--- config.mk ---
export PLATFORM = sky130hd
export DESIGN_NAME = data_mem_arbiter_flat
export DESIGN_NICKNAME = d
export VERILOG_FILES = /design/src/rtl/data_mem_arbiter_pkg.sv /design/src/rtl/data_mem_arbiter_if.sv /design/src/rtl/data_mem_arbiter_arb_rr2.sv /design/src/rtl/data_mem_arbiter.sv /design/src/flat_wrapper.sv
export SDC_FILE = /design/constraint.sdc
export NUM_CORES = 1
export LEC_CHECK = 0
export CAP_MARGIN = 40
export CELL_PAD_IN_SITES_DETAIL_PLACEMENT = 1
export CELL_PAD_IN_SITES_GLOBAL_PLACEMENT = 2
export CORE_MARGIN = 4
export CORE_UTILIZATION = 21
export CTS_CLUSTER_DIAMETER = 40
export DETAILED_ROUTE_END_ITERATION = 10
export GPL_ROUTABILITY_DRIVEN = 0
export GPL_TIMING_DRIVEN = 0
export PLACE_DENSITY = 0.87
export RECOVER_POWER = 25
export SLEW_MARGIN = 40
export SYNTH_ARGS = -nofsm -noshare
export SYNTH_HDL_FRONTEND = slang
export SYNTH_HIERARCHICAL = 1
export SYNTH_SLANG_ARGS = --single-unit
--- constraint.sdc ---
create_clock -name clk -period 4.2 [get_ports clk]
set_clock_uncertainty 0.2 [all_clocks]
set_input_delay 1.26 -clock clk [delete_from_list [all_inputs] [get_ports clk]]
set_output_delay 1.26 -clock clk [all_outputs]
set_load 0.005 [all_outputs]
--- src/rtl/data_mem_arbiter_pkg.sv ---
// Shared types for the data memory arbiter: FSM states, priority encoding and
// default geometry.
package data_mem_arbiter_pkg;

    typedef enum logic {
        IDLE = 1'b0,
        VEC  = 1'b1
    } state_e;

    typedef enum logic {
        PRIO_S = 1'b0,
        PRIO_V = 1'b1
    } prio_e;

    localparam int N_DEFAULT     = 24;
    localparam int LANES_DEFAULT = 4;

endpackage

--- src/rtl/data_mem_arbiter_if.sv ---
// Bundle of scalar requester, vector requester and memory signals, plus debug
// visibility of the arbiter FSM state and priority register.
interface data_mem_arbiter_if
    import data_mem_arbiter_pkg::*;
#(
    parameter int N     = N_DEFAULT,
    parameter int LANES = LANES_DEFAULT
);

    // Scalar requester
    logic               ReqS;
    logic               WeS;
    logic [N-1:0]       AddrS;
    logic [N-1:0]       WDataS;
    logic [N-1:0]       RDataS;
    logic               GntS;
    logic               StallS;

    // Vector requester: ReqV is held until the DoneV pulse, then may drop
    logic               ReqV;
    logic               WeV;
    logic [N-1:0]       AddrV;
    logic [LANES*N-1:0] WDataV;
    logic [LANES*N-1:0] RDataV;
    logic               DoneV;
    logic               BusyV;

    // Memory port; MemRData is combinational from MemAddr
    logic [N-1:0]       MemAddr;
    logic [N-1:0]       MemWData;
    logic               MemWE;
    logic [N-1:0]       MemRData;

    state_e             dbg_state;
    prio_e              dbg_prio;

    modport arb (
        input  ReqS, WeS, AddrS, WDataS,
        input  ReqV, WeV, AddrV, WDataV,
        input  MemRData,
        output RDataS, GntS, StallS,
        output RDataV, DoneV, BusyV,
        output MemAddr, MemWData, MemWE,
        output dbg_state, dbg_prio
    );

    modport requester (
        output ReqS, WeS, AddrS, WDataS,
        output ReqV, WeV, AddrV, WDataV,
        input  RDataS, GntS, StallS,
        input  RDataV, DoneV, BusyV
    );

    modport memory (
        input  MemAddr, MemWData, MemWE,
        output MemRData
    );

endinterface

--- src/rtl/data_mem_arbiter_arb_rr2.sv ---
// Two-requester round-robin decision (scalar vs vector) with the priority
// register that remembers which side goes first on the next contention.
module arb_rr2
    import data_mem_arbiter_pkg::*;
(
    input  logic  clk_i,
    input  logic  rst_i,
    input  logic  en_i,
    input  logic  req_s_i,
    input  logic  req_v_i,
    output logic  gnt_s_o,
    output logic  gnt_v_o,
    output prio_e prio_o
);

    prio_e prio_q, prio_d;
    logic  gnt_s, gnt_v;

    always_comb begin
        gnt_s  = en_i & req_s_i & ~(req_v_i & (prio_q == PRIO_V));
        gnt_v  = en_i & req_v_i & (~req_s_i | (prio_q == PRIO_V));
        prio_d = prio_q;
        // A losing vector request earns priority; a winning one hands it back
        if (gnt_v) begin
            prio_d = PRIO_S;
        end else if (gnt_s && req_v_i) begin
            prio_d = PRIO_V;
        end
    end

    always_ff @(posedge clk_i) begin
        if (rst_i) begin
            prio_q <= PRIO_S;
        end else begin
            prio_q <= prio_d;
        end
    end

    assign gnt_s_o = gnt_s;
    assign gnt_v_o = gnt_v;
    assign prio_o  = prio_q;

endmodule

--- src/rtl/data_mem_arbiter.sv ---
// Arbitrates one memory port between a single-cycle scalar requester and a
// multi-beat vector requester (LANES consecutive words per access).
module data_mem_arbiter
    import data_mem_arbiter_pkg::*;
#(
    parameter int N     = N_DEFAULT,
    parameter int LANES = LANES_DEFAULT
) (
    input  logic                clk,
    input  logic                rst,
    data_mem_arbiter_if.arb     bus_io
);

    localparam int            BW        = (LANES > 1) ? $clog2(LANES) : 1;
    localparam logic [BW-1:0] LAST_BEAT = BW'(LANES - 1);

    state_e             state_q, state_d;
    logic [BW-1:0]      beat_q, beat_d;
    logic [N-1:0]       base_q, base_d;
    logic               we_q, we_d;
    logic [LANES*N-1:0] wdata_q, wdata_d;
    logic [LANES*N-1:0] rdata_q, rdata_d;
    logic               done_q, done_d;

    logic               idle_en;
    logic               req_v_eff;
    logic               gnt_s, gnt_v;
    prio_e              prio;
    logic [N-1:0]       lane_wdata;

    // ReqV is still high in the DoneV cycle and must not restart a transfer
    assign idle_en   = (state_q == IDLE) && !rst;
    assign req_v_eff = bus_io.ReqV && !done_q;

    arb_rr2 u_arb (
        .clk_i   (clk),
        .rst_i   (rst),
        .en_i    (idle_en),
        .req_s_i (bus_io.ReqS),
        .req_v_i (req_v_eff),
        .gnt_s_o (gnt_s),
        .gnt_v_o (gnt_v),
        .prio_o  (prio)
    );

    always_comb begin
        lane_wdata = '0;
        for (int i = 0; i < LANES; i++) begin
            if (beat_q == BW'(i)) begin
                lane_wdata = wdata_q[i*N +: N];
            end
        end
    end

    always_comb begin
        bus_io.GntS     = gnt_s;
        bus_io.StallS   = bus_io.ReqS & ~gnt_s & ~rst;
        bus_io.BusyV    = (state_q == VEC) & ~rst;
        bus_io.DoneV    = done_q;
        bus_io.RDataV   = rdata_q;
        bus_io.RDataS   = '0;
        bus_io.MemAddr  = '0;
        bus_io.MemWData = '0;
        bus_io.MemWE    = 1'b0;
        bus_io.dbg_state = state_q;
        bus_io.dbg_prio  = prio;
        if (gnt_s) begin
            bus_io.MemAddr  = bus_io.AddrS;
            bus_io.MemWData = bus_io.WDataS;
            bus_io.MemWE    = bus_io.WeS;
            bus_io.RDataS   = bus_io.MemRData;
        end else if ((state_q == VEC) && !rst) begin
            bus_io.MemAddr  = base_q + N'(beat_q);
            bus_io.MemWData = lane_wdata;
            bus_io.MemWE    = we_q;
        end
    end

    always_comb begin
        state_d = state_q;
        beat_d  = beat_q;
        base_d  = base_q;
        we_d    = we_q;
        wdata_d = wdata_q;
        rdata_d = rdata_q;
        done_d  = 1'b0;
        case (state_q)
            IDLE: begin
                if (gnt_v) begin
                    state_d = VEC;
                    beat_d  = '0;
                    base_d  = bus_io.AddrV;
                    we_d    = bus_io.WeV;
                    wdata_d = bus_io.WDataV;
                end
            end
            VEC: begin
                beat_d = beat_q + 1'b1;
                if (!we_q) begin
                    for (int i = 0; i < LANES; i++) begin
                        if (beat_q == BW'(i)) begin
                            rdata_d[i*N +: N] = bus_io.MemRData;
                        end
                    end
                end
                if (beat_q == LAST_BEAT) begin
                    state_d = IDLE;
                    done_d  = 1'b1;
                end
            end
            default: state_d = IDLE;
        endcase
    end

    always_ff @(posedge clk) begin
        if (rst) begin
            state_q <= IDLE;
            beat_q  <= '0;
            base_q  <= '0;
            we_q    <= 1'b0;
            wdata_q <= '0;
            rdata_q <= '0;
            done_q  <= 1'b0;
        end else begin
            state_q <= state_d;
            beat_q  <= beat_d;
            base_q  <= base_d;
            we_q    <= we_d;
            wdata_q <= wdata_d;
            rdata_q <= rdata_d;
            done_q  <= done_d;
        end
    end

endmodule

--- src/flat_wrapper.sv ---
// flat-port wrapper written by rule: the top's interface ports become plain ports
module data_mem_arbiter_flat import data_mem_arbiter_pkg::*;
#(
    parameter int N     = N_DEFAULT,
    parameter int LANES = LANES_DEFAULT
)
  (clk, rst, bus_io_ReqS, bus_io_WeS, bus_io_AddrS, bus_io_WDataS, bus_io_ReqV, bus_io_WeV, bus_io_AddrV, bus_io_WDataV, bus_io_MemRData, bus_io_RDataS, bus_io_GntS, bus_io_StallS, bus_io_RDataV, bus_io_DoneV, bus_io_BusyV, bus_io_MemAddr, bus_io_MemWData, bus_io_MemWE, bus_io_dbg_state, bus_io_dbg_prio);
  data_mem_arbiter_if #(.N(N), .LANES(LANES)) bus_io_i ();
  input  logic clk;
  input  logic rst;
  input wire logic [$bits(bus_io_i.ReqS)-1:0] bus_io_ReqS;
  input wire logic [$bits(bus_io_i.WeS)-1:0] bus_io_WeS;
  input wire logic [$bits(bus_io_i.AddrS)-1:0] bus_io_AddrS;
  input wire logic [$bits(bus_io_i.WDataS)-1:0] bus_io_WDataS;
  input wire logic [$bits(bus_io_i.ReqV)-1:0] bus_io_ReqV;
  input wire logic [$bits(bus_io_i.WeV)-1:0] bus_io_WeV;
  input wire logic [$bits(bus_io_i.AddrV)-1:0] bus_io_AddrV;
  input wire logic [$bits(bus_io_i.WDataV)-1:0] bus_io_WDataV;
  input wire logic [$bits(bus_io_i.MemRData)-1:0] bus_io_MemRData;
  output wire logic [$bits(bus_io_i.RDataS)-1:0] bus_io_RDataS;
  output wire logic [$bits(bus_io_i.GntS)-1:0] bus_io_GntS;
  output wire logic [$bits(bus_io_i.StallS)-1:0] bus_io_StallS;
  output wire logic [$bits(bus_io_i.RDataV)-1:0] bus_io_RDataV;
  output wire logic [$bits(bus_io_i.DoneV)-1:0] bus_io_DoneV;
  output wire logic [$bits(bus_io_i.BusyV)-1:0] bus_io_BusyV;
  output wire logic [$bits(bus_io_i.MemAddr)-1:0] bus_io_MemAddr;
  output wire logic [$bits(bus_io_i.MemWData)-1:0] bus_io_MemWData;
  output wire logic [$bits(bus_io_i.MemWE)-1:0] bus_io_MemWE;
  output wire logic [$bits(bus_io_i.dbg_state)-1:0] bus_io_dbg_state;
  output wire logic [$bits(bus_io_i.dbg_prio)-1:0] bus_io_dbg_prio;
  assign bus_io_i.ReqS = bus_io_ReqS;
  assign bus_io_i.WeS = bus_io_WeS;
  assign bus_io_i.AddrS = bus_io_AddrS;
  assign bus_io_i.WDataS = bus_io_WDataS;
  assign bus_io_i.ReqV = bus_io_ReqV;
  assign bus_io_i.WeV = bus_io_WeV;
  assign bus_io_i.AddrV = bus_io_AddrV;
  assign bus_io_i.WDataV = bus_io_WDataV;
  assign bus_io_i.MemRData = bus_io_MemRData;
  assign bus_io_RDataS = bus_io_i.RDataS;
  assign bus_io_GntS = bus_io_i.GntS;
  assign bus_io_StallS = bus_io_i.StallS;
  assign bus_io_RDataV = bus_io_i.RDataV;
  assign bus_io_DoneV = bus_io_i.DoneV;
  assign bus_io_BusyV = bus_io_i.BusyV;
  assign bus_io_MemAddr = bus_io_i.MemAddr;
  assign bus_io_MemWData = bus_io_i.MemWData;
  assign bus_io_MemWE = bus_io_i.MemWE;
  assign bus_io_dbg_state = bus_io_i.dbg_state;
  assign bus_io_dbg_prio = bus_io_i.dbg_prio;
  data_mem_arbiter #(.N(N), .LANES(LANES)) u_core (.clk(clk), .rst(rst), .bus_io(bus_io_i));
endmodule
==> results of run 1 <==
-- critical path, stage by stage --
cell and delay (ns):
buf_12 0.10, clkbuf_16 0.13, nor2_4 0.11, nand2_2 0.07, a21oi_4 0.25, buf_6 0.21, buf_8 0.14, nand3b_1 0.12
a41oi_2 0.05, a221o_1 0.32, buf_2 0.14
-- repair_timing --
| action | CTS | global route |
|---|---|---|
| endpoints found under the setup margin | 105 | 71 |
| buffers inserted | 25 | 4 |
| pin swaps | 34 | 8 |
| cloned | 7 | 1 |
| gates resized for setup | 503 | 18 |
| hold buffers | 0 | 0 |
-- registers in the layout, indices dropped and copies added (netlist names) --
register                 count
u_core/bus_io.RDataV        96
u_core/wdata_q              96
u_core/base_q               24
u_core/beat_q                2
u_core/bus_io.DoneV          1
u_core/bus_io.dbg_state      1
u_core/u_arb/prio_o          1
u_core/we_q                  1
-- power by group --
part	leakage, nW	internal [mW]	total (mW)	switching, mW
logic	3.36	0.381	0.764	0.382
registers	1.80	2.17	2.21	0.0403
clock network	0.830	2.81	4.05	1.24
-- cell families (layout without fill, tap and decap cells) --
kind of cell,after synthesis,count (layout)
AND/OR/NAND/NOR,614,614
AO/OA/AOI/OAI,329,329
flip-flops,222,222
buffers and inverters,115,604
multiplexers,24,24
XOR/XNOR,11,11
adder cells (fa/ha/maj),7,7
other,0,6
-- synth_stat cells, types with 2 or more instances --
library cell	number	area, um^2
xnor2_1	6	52.6
a211o_1	2	17.5
nor3_1	13	65.1
mux2i_1	24	240
o21ai_0	61	305
dfxtp_1	222	4440
and2_1	29	181
a221o_1	6	60.1
a32oi_1	24	210
a21oi_1	224	1120
and4_1	4	35.0
nand3_1	10	50.1
o311a_1	3	30.0
buf_2	24	120
nor2b_1	6	37.5
ha_1	6	75.1
nor2_1	7	26.3
or3_1	2	12.5
clkbuf_1	77	289
nand2_1	514	1930
nor4_1	2	12.5
nand2b_1	6	37.5
xor2_1	5	43.8
nand4_1	7	43.8
buf_1	6	22.5
nor3b_1	4	30.0
inv_1	4	15.0
-- area by class of cell --
type,instances,area (um^2)
tap,600,751
multi-input combinational,985,5290
antenna,6,15.0
timing repair buffer,408,3870
fill,5413,28700
sequential,222,4450
inverter,5,20.0
clock buffer,56,1270
buffer,108,729
clock inverter,27,445
-- layer usage --
| layer | vias up | track usage [%] | part of all wire [%] |
|---|---|---|---|
| met4 | 4 | 6.66 | 3.6 |
| met2 | 402 | 33.4 | 48 |
| met3 | 112 | 4.71 | 6.2 |
| met5 | - | 0 | 0.041 |
| met1 | 5481 | 23.9 | 42 |
| li1 | 5355 | - | - |
-- path summary, 6_finish.rpt --
check / cells past startpoint / slack (ns) / endpoint / startpoint
worst max-delay path: 11 / -0.17 / bus_io_MemAddr[19] / rst
worst min-delay path: 2 / 0.25 / u_core/bus_io.RDataV[58]$_SDFFE_PP0P_ / u_core/bus_io.RDataV[58]$_SDFFE_PP0P_
worst max register to register: 10 / 0.80 / u_core/wdata_q[1]$_SDFFE_PP0P_ / u_core/bus_io.dbg_state$_SDFF_PP0_
worst min register to register: 2 / 0.25 / u_core/bus_io.RDataV[58]$_SDFFE_PP0P_ / u_core/bus_io.RDataV[58]$_SDFFE_PP0P_
==> metrics.txt, run 1 <==
Peak Freq=roughly 230 MHz; final setup margin=-0.173 ns; largest net degree at the start of global routing=12; LEAKAGE=5.99 nW; Post-Synth Adder-Cell Area=0.978%; post-synthesis xor/xnor area fraction=0.991%; Synthesis Warnings=6; Clock Latency Late Sink=approximately 0.55 ns; die width=223 um; Top FF cell, synth=dfxtp_1; Die Y=around 220 um; Post-Layout Cell Count=2417; Slew Viols, Final=0; Synth Area in Compound Gates=18.8%; H-tree depth=2; Final Hold Viols=0; Core Rows=78; TritonCTS Buffers=45; Arrival @ worst endpoint=2.91 ns; syn_nets=1527; GRT Overall Usage=19.5%; FF+latch count, synth=222; Synth Area per Inst=around 7.4 um^2; placed cell areas=between 10000 and 15000 um^2; Tcrit/Tclk final=104%; vias in the first global route=12142; Final Power=~7.0 mW; die area=approximately 50000 um^2; mapped cell area=9720 um^2; first-pass GRT wire length=74.8 mm; Reg clk slew, reported paths=around 0.050 ns; max_slew headroom=34.7%; Async S/R FF share, synth=0%; Synth Area in Simple Gates=26.2%; Final Instance Area=approximately 17000 um^2; sequential cell area fraction in the yosys report=a little under half; most frequent cells in the layout=nand2_1, clkdlybuf4s50_1, a21oi_1; violated checks=negative setup slack; layout cells sized above 1=17.3%; Final Util=roughly 37%; Required @ worst endpoint=2.74 ns; GRT overflow=0; RSZ-0062 raised after global routing=true; EDFF count, synth=0; Longest Clk Path Bufs=3; total number of vias=11354; WS Path Type=in2out; placed cell count=2294; DRT iter0 DRCs=568; synthesized instance count=1322; Root Buffer=clkbuf_16; Setup WS pre-CTS=-2.16 ns; commonest non-fill, non-tap cell in the layout=nand2_1; core area=45600 um^2; initial core utilization=21.3%; crit end category=output pin; Max-Cap Viols=0; vias per std cell=4.70; drc violations=0; TritonCTS Sinks=about 220; Fin Setup TNS=-4.52 ns; Fin Hold WS=0.252 ns; DRT Pass-1 Iters=4; Worst Path Max Fanout=6; pwr dens=417 nW/um^2; Tightest Pin Transition=about 0.98 ns; post-synthesis mux area share=2.47%; post-synth cell types=~50; outcome=finished, violations left; IO Port Bufs=372; fin crit period=4.37 ns; Critical Path Start Type=input port; HPWL Detailed=37.6 mm; Peak VDD IR=0.000291 V; setup violators final=between 60 and 70; wire per inst=around 21 um; path category of the worst min-delay check=reg2reg; Layout Nets=1980; IO Count=between 300 and 400; largest family of logic cells by synthesized area=simple AND/OR/NAND/NOR gates; final wirelength=51.1 mm; area grow syn2layout=73.1%; initial antenna violation count=8; antenna viol nets, final=0; CTS tree=built
Note: power is estimated with default switching activity, not from simulation.
==> inputs of run 2 (changes only) <==
ABC_CLOCK_PERIOD_IN_PS = 4200   (was unset)
SLEW_MARGIN = unset   (was 40)
==> metrics.txt, run 2 (synthesis gave the netlist of run 1 again) <==
antenna viol nets, final=0; Final Hold Viols=0; IO Port Bufs=between 300 and 400; Tightest Pin Transition=0.832 ns; Tcrit/Tclk final=104%; path category of the worst min-delay check=reg2reg; violated checks=negative setup slack; Layout Nets=between 1500 and 2000; final wirelength=51.1 mm; WS Path Type=in2out; slowest cell delay on critical path=0.25 ns; # hold bufs at CTS=0; Longest Clk Path Bufs=3; DRT Pass-1 Iters=5; die width=around 220 um; Max-Cap Viols=0; Setup WS pre-CTS=-2.18 ns; final setup margin=-0.187 ns; CTS tree=built; total number of vias=approximately 11000; Reg clk slew, reported paths=around 0.050 ns; Die Y=~220 um; LEAKAGE=6.06 nW; Core Rows=78; setup violators final=64; Final Power=6.67 mW; Peak Freq=228 MHz; vias in the first global route=12012; delay-heaviest family, CP=buffers and inverters; Clock Latency Late Sink=0.56 ns; most frequent cells in the layout=nand2_1, clkdlybuf4s50_1, a21oi_1, dfxtp_1, buf_2; TritonCTS Sinks=around 220; IO Count=373; largest net degree at the start of global routing=13; layout cells sized above 1=19.2%; RSZ-0062 raised after global routing=true; core area=45600 um^2; cell repeated most along the worst path=buf_12; Critical Path Start Type=input port; initial core utilization=21.3%; H-tree depth=2; fin crit period=4.39 ns; Required @ worst endpoint=2.74 ns; HPWL Detailed=37.7 mm; placed cell areas=14200 um^2; max_slew headroom=around 45%; pwr dens=roughly 390 nW/um^2; die area=roughly 50000 um^2; fillers=approximately 5400; Fin Setup TNS=-5.49 ns; Peak VDD IR=0.000254 V; WP buf/inv=6; outcome=finished, violations left; TritonCTS Buffers=44; Arrival @ worst endpoint=2.93 ns; Slew Viols, Final=0; critical path's slowest cell=a21oi_4; commonest non-fill, non-tap cell in the layout=nand2_1; drc violations=0; initial antenna violation count=7; Final Instance Area=16900 um^2; GRT Overall Usage=19.4%; GRT overflow=0; vias per std cell=4.66; area grow syn2layout=74.2%; first-pass GRT wire length=about 75 mm; critical-path cell list=buf_12 > clkbuf_16 > nor2_4 > nand2_2 > a21oi_4 > nor3b_4 > buf_6 > buf_12 > buf_12 > a32oi_2 > o21ai_1 > buf_2; Root Buffer=clkbuf_16; wire per inst=21.1 um; Worst Path Max Fanout=7; crit end category=output pin; DRT iter0 DRCs=602
## run 2: cell count changes in the layout (fill, tap and decap cells not counted), moves of 7 or more
cell       delta
buf_6        +22
and2_1       -12
and2_4       +12
buf_2        -12
o21ai_2       +9
buf_8         +7
clkbuf_16     -7
o21ai_1       -7
## run 2: timing repair
action                     4_1_cts  5_1_grt
setup buffers                   33       11
pin swaps                       32       20
setup endpoints to repair      128       72
resized for setup              494      109
cloned                           6        0
## run 2: worst min-delay path, delay by kind of cell (launching register included)
kind	cells	cell delay, ns
flip-flops	1	0.30
AND/OR/NAND/NOR	1	0.05
AO/OA/AOI/OAI	1	0.05
## run 2: through the flow
step | util, % | instances | hold slack [ns]
after global routing | 37.2 | 2423 | 0.266
final | 37.2 | 2423 | 0.252
after CTS | 36.4 | 2413 | 0.254
after detailed placement | 31.2 | 2296 | 0.246
after global placement | 31.2 | 2294 | 0.241
after floorplan | - | 1322 | 0.236
## run 2: worst paths after layout
check | from | endpoint | cells past startpoint | slack [ns]
worst min-delay path | u_core/bus_io.RDataV[45]$_SDFFE_PP0P_ | u_core/bus_io.RDataV[45]$_SDFFE_PP0P_ | 2 | 0.25
worst max register to register | u_core/bus_io.dbg_state$_SDFF_PP0_ | u_core/base_q[19]$_SDFFE_PP0P_ | 10 | 0.76
worst max-delay path | rst | bus_io_MemWData[16] | 12 | -0.19
worst min register to register | u_core/bus_io.RDataV[45]$_SDFFE_PP0P_ | u_core/bus_io.RDataV[45]$_SDFFE_PP0P_ | 2 | 0.25
## run 2: power breakdown
part	internal [mW]	switching (mW)
logic	0.401	0.394
clock network	2.44	1.22
registers	2.17	0.0401
## run 2: metal layers
| metal | wire (um) | up-vias | track usage [%] |
|---|---|---|---|
| li1 | - | 5364 | - |
| met1 | 21600 | 5423 | 24.1 |
| met2 | 24500 | 399 | 32.8 |
| met3 | 3160 | 106 | 4.62 |
| met4 | 1800 | 4 | 6.80 |
| met5 | 14 | - | 0 |
## run 2: final cells by class
| class | instances | area, um^2 | share of cell area, % |
|---|---|---|---|
| Multi-Input combinational cell | 985 | 5400 | 31.9 |
| Sequential cell | 222 | 4450 | 26.2 |
| Antenna cell | 5 | 12.5 | 0.0738 |
| Timing Repair Buffer | 421 | 4080 | 24.1 |
| Tap cell | 600 | 751 | 4.43 |
| Buffer | 105 | 679 | 4.01 |
| Clock buffer | 60 | 1280 | 7.56 |
| Clock inverter | 20 | 275 | 1.62 |
| Inverter | 5 | 21.3 | 0.126 |
==> inputs of run 3 (changes only) <==
ABC_AREA = 1   (was unset)
ABC_CLOCK_PERIOD_IN_PS = unset   (was 4200)
==> metrics.txt, run 3 <==
Peak Freq=roughly 240 MHz; critical hold path startpoint=u_core/bus_io.RDataV[77]$_SDFFE_PP0P_; initial core utilization=21.4%; Max-Cap Viols=0; Peak VDD IR=around 0.0003 V; reg-to-reg startpoint=u_core/bus_io.dbg_state$_SDFF_PP0_; Layout Nets=2108; max_slew headroom=56.2%; setup violators final=0; FF+latch count, synth=222; core area=approximately 47000 um^2; GRT Overall Usage=19.5%; Clock Latency Late Sink=between 0.5 and 0.6 ns; Core Rows=79; area grow syn2layout=67.3%; die area=51300 um^2; Final Power=around 6.7 mW; R2R Setup Slk=just over 0.7 ns; placed cell areas=14500 um^2; crit end category=output pin; pwr dens=398 nW/um^2; layout cells sized above 1=15.2%; Hold Path Depth=2; most frequent cells in the layout=clkdlybuf4s50_1, nor2_1, o21ai_0; antenna viol nets, final=0; Final Instance Area=about 17000 um^2; WS Path Type=in2out; Fin Setup TNS=0 ns; RSZ-0062 raised after global routing=true; Final Hold Viols=0; path category of the worst min-delay check=reg2reg; GRT overflow=0; Longest Clk Path Bufs=3; mapped cell area=10000 um^2; synth cell count leaders=nor2_1, o21ai_0, dfxtp_1; DRT iter0 DRCs=632; Die Y=227 um; slowest cell delay on critical path=0.18 ns; Synth Area per Inst=6.93 um^2; Tightest Pin Transition=0.658 ns; Reg clk slew, reported paths=0.05 ns; EDFF count, synth=0; IO Port Bufs=372; fillers=roughly 5700; first-pass GRT wire length=between 70 and 80 mm; total number of vias=11552; top-count cell post-synth=nor2_1; Required @ worst endpoint=2.74 ns; FF-to-FF path depth=24; TritonCTS Sinks=222; # hold bufs at CTS=0; syn_nets=~1700; vias in the first global route=12228; area share of the largest cell type after synthesis=44.3%; critical path's slowest cell=a22o_1; Tcrit/Tclk final=around 100%; vias per std cell=4.54; worst-case hold path end point=u_core/bus_io.RDataV[77]$_SDFFE_PP0P_; Async S/R FF share, synth=0%; IO Count=~370; critical-path cell list=buf_6 > nor2_4 > nand2_2 > a21oi_4 > buf_6 > nor2_4 > buf_12 > buf_12 > buf_12 > buf_16 > a22o_1 > buf_2; cell repeated most along the worst path=buf_12; commonest non-fill, non-tap cell in the layout=clkdlybuf4s50_1; Critical Path Start Type=input port; Fin Hold WS=0.244 ns; largest net degree at the start of global routing=12; drc violations=0; Arrival @ worst endpoint=2.73 ns; Top FF cell, synth=dfxtp_1; die width=227 um; HPWL Detailed=~40 mm; DRT Pass-1 Iters=5; Final Util=35.8%; Critical Path Source=rst; Synthesis Warnings=6; final wirelength=between 50 and 60 mm; fin crit period=4.19 ns; post-synth cell types=31; Slew Viols, Final=0; initial antenna violation count=9; sequential cell area fraction in the yosys report=44.3%; area of the multi-input gates=4720 um^2; cell type with the largest total area after synthesis=dfxtp_1; R2R Path End=u_core/wdata_q[56]$_SDFFE_PP0P_; LEAKAGE=6.98 nW; H-tree depth=2; Seq. cell area=~4400 um^2; synthesized instance count=1448; Root Buffer=clkbuf_16; Worst Path Max Fanout=5; CTS tree=built; outcome=finished, final reports clean; TritonCTS Buffers=44; top cells by area, synth=dfxtp_1, o21ai_0, nor2_1, nand2_1, a21oi_1; wire per inst=20.6 um
-- run 3: changes by cell type after synthesis, sizes merged, moves of 24 or more --
| cell | previous run | this run |
|---|---|---|
| and2 | 30 | 1 |
| buf | 32 | 56 |
| clkbuf | 78 | 42 |
| a21oi | 225 | 147 |
| inv | 4 | 163 |
| a32oi | 24 | 0 |
| o21ai | 61 | 261 |
| nand2 | 514 | 200 |
| mux2i | 24 | 0 |
| nor2 | 7 | 290 |
-- run 3: power by group --
part	switching [mW]	internal (mW)	total (mW)	leakage, nW
clock	1.24	2.34	3.59	0.744
combinational	0.418	0.411	0.829	4.43
sequential	0.0611	2.20	2.26	1.81
total	1.72	4.96	6.68	6.98
-- run 3: metal layers --
| metal | wire, um | track usage (%) |
|---|---|---|
| met1 | 21600 | 22.9 |
| met2 | 24900 | 34.1 |
| met3 | 4300 | 6.24 |
| met4 | 1430 | 5.81 |
| met5 | 113 | 0 |
-- run 3: worst max path at each step --
stage	end	slack, ns	cells after the start
finish	bus_io_MemAddr[1]	0.01	12
detailed placement	bus_io_MemWData[0]	-1.72	9
global route	bus_io_MemWData[14]	-0.06	14
floorplan	bus_io_MemAddr[12]	0.28	7
global placement	bus_io_MemAddr[2]	-2.02	8
CTS	bus_io_MemWData[19]	-0.05	13
-- run 3: what timing repair did --
action,4_1_cts,5_1_grt
gates cloned,4,1
buffers inserted,28,5
gates resized for setup,341,34
setup endpoints to repair,76,65
pin swaps,40,19
-- run 3: worst max-delay path, delay by kind of cell --
family                 cells  cell delay (ns)
buffers and inverters      7             0.90
AOI/OAI and AO/OA          2             0.32
and+or+nand+nor            3             0.21
-- run 3: logic make-up after synthesis --
group	Yosys count	share of synthesized area (%)
adder cells (fa/ha/maj)	7	0.948
buffers and inverters	262	11.7
AO/OA/AOI/OAI	435	22.5
AND/OR/NAND/NOR	522	20.5
flip-flops	222	44.3
-- run 3: layout make-up --
cell class | instances | share of cell area (%)
multi-input cells | 964 | 28.1
flip-flops and latches | 222 | 26.5
repair buffers | 410 | 24.0
clock buffers | 54 | 7.33
well taps | 607 | 4.53
plain buffers | 97 | 3.99
inverters | 164 | 3.85
clock inverters | 27 | 1.73
diodes | 1 | 0.0149
-- run 3: through the flow --
| step | setup slack (ns) | instances |
|---|---|---|
| 3_3_place_gp | -2.02 | 2427 |
| 3_5_place_dp | -1.72 | 2428 |
| 4_1_cts | -0.0547 | 2541 |
| 2_1_floorplan | 0.277 | 1448 |
| 5_1_grt | -0.0597 | 2545 |
| 6_report | 0.0104 | 2546 |
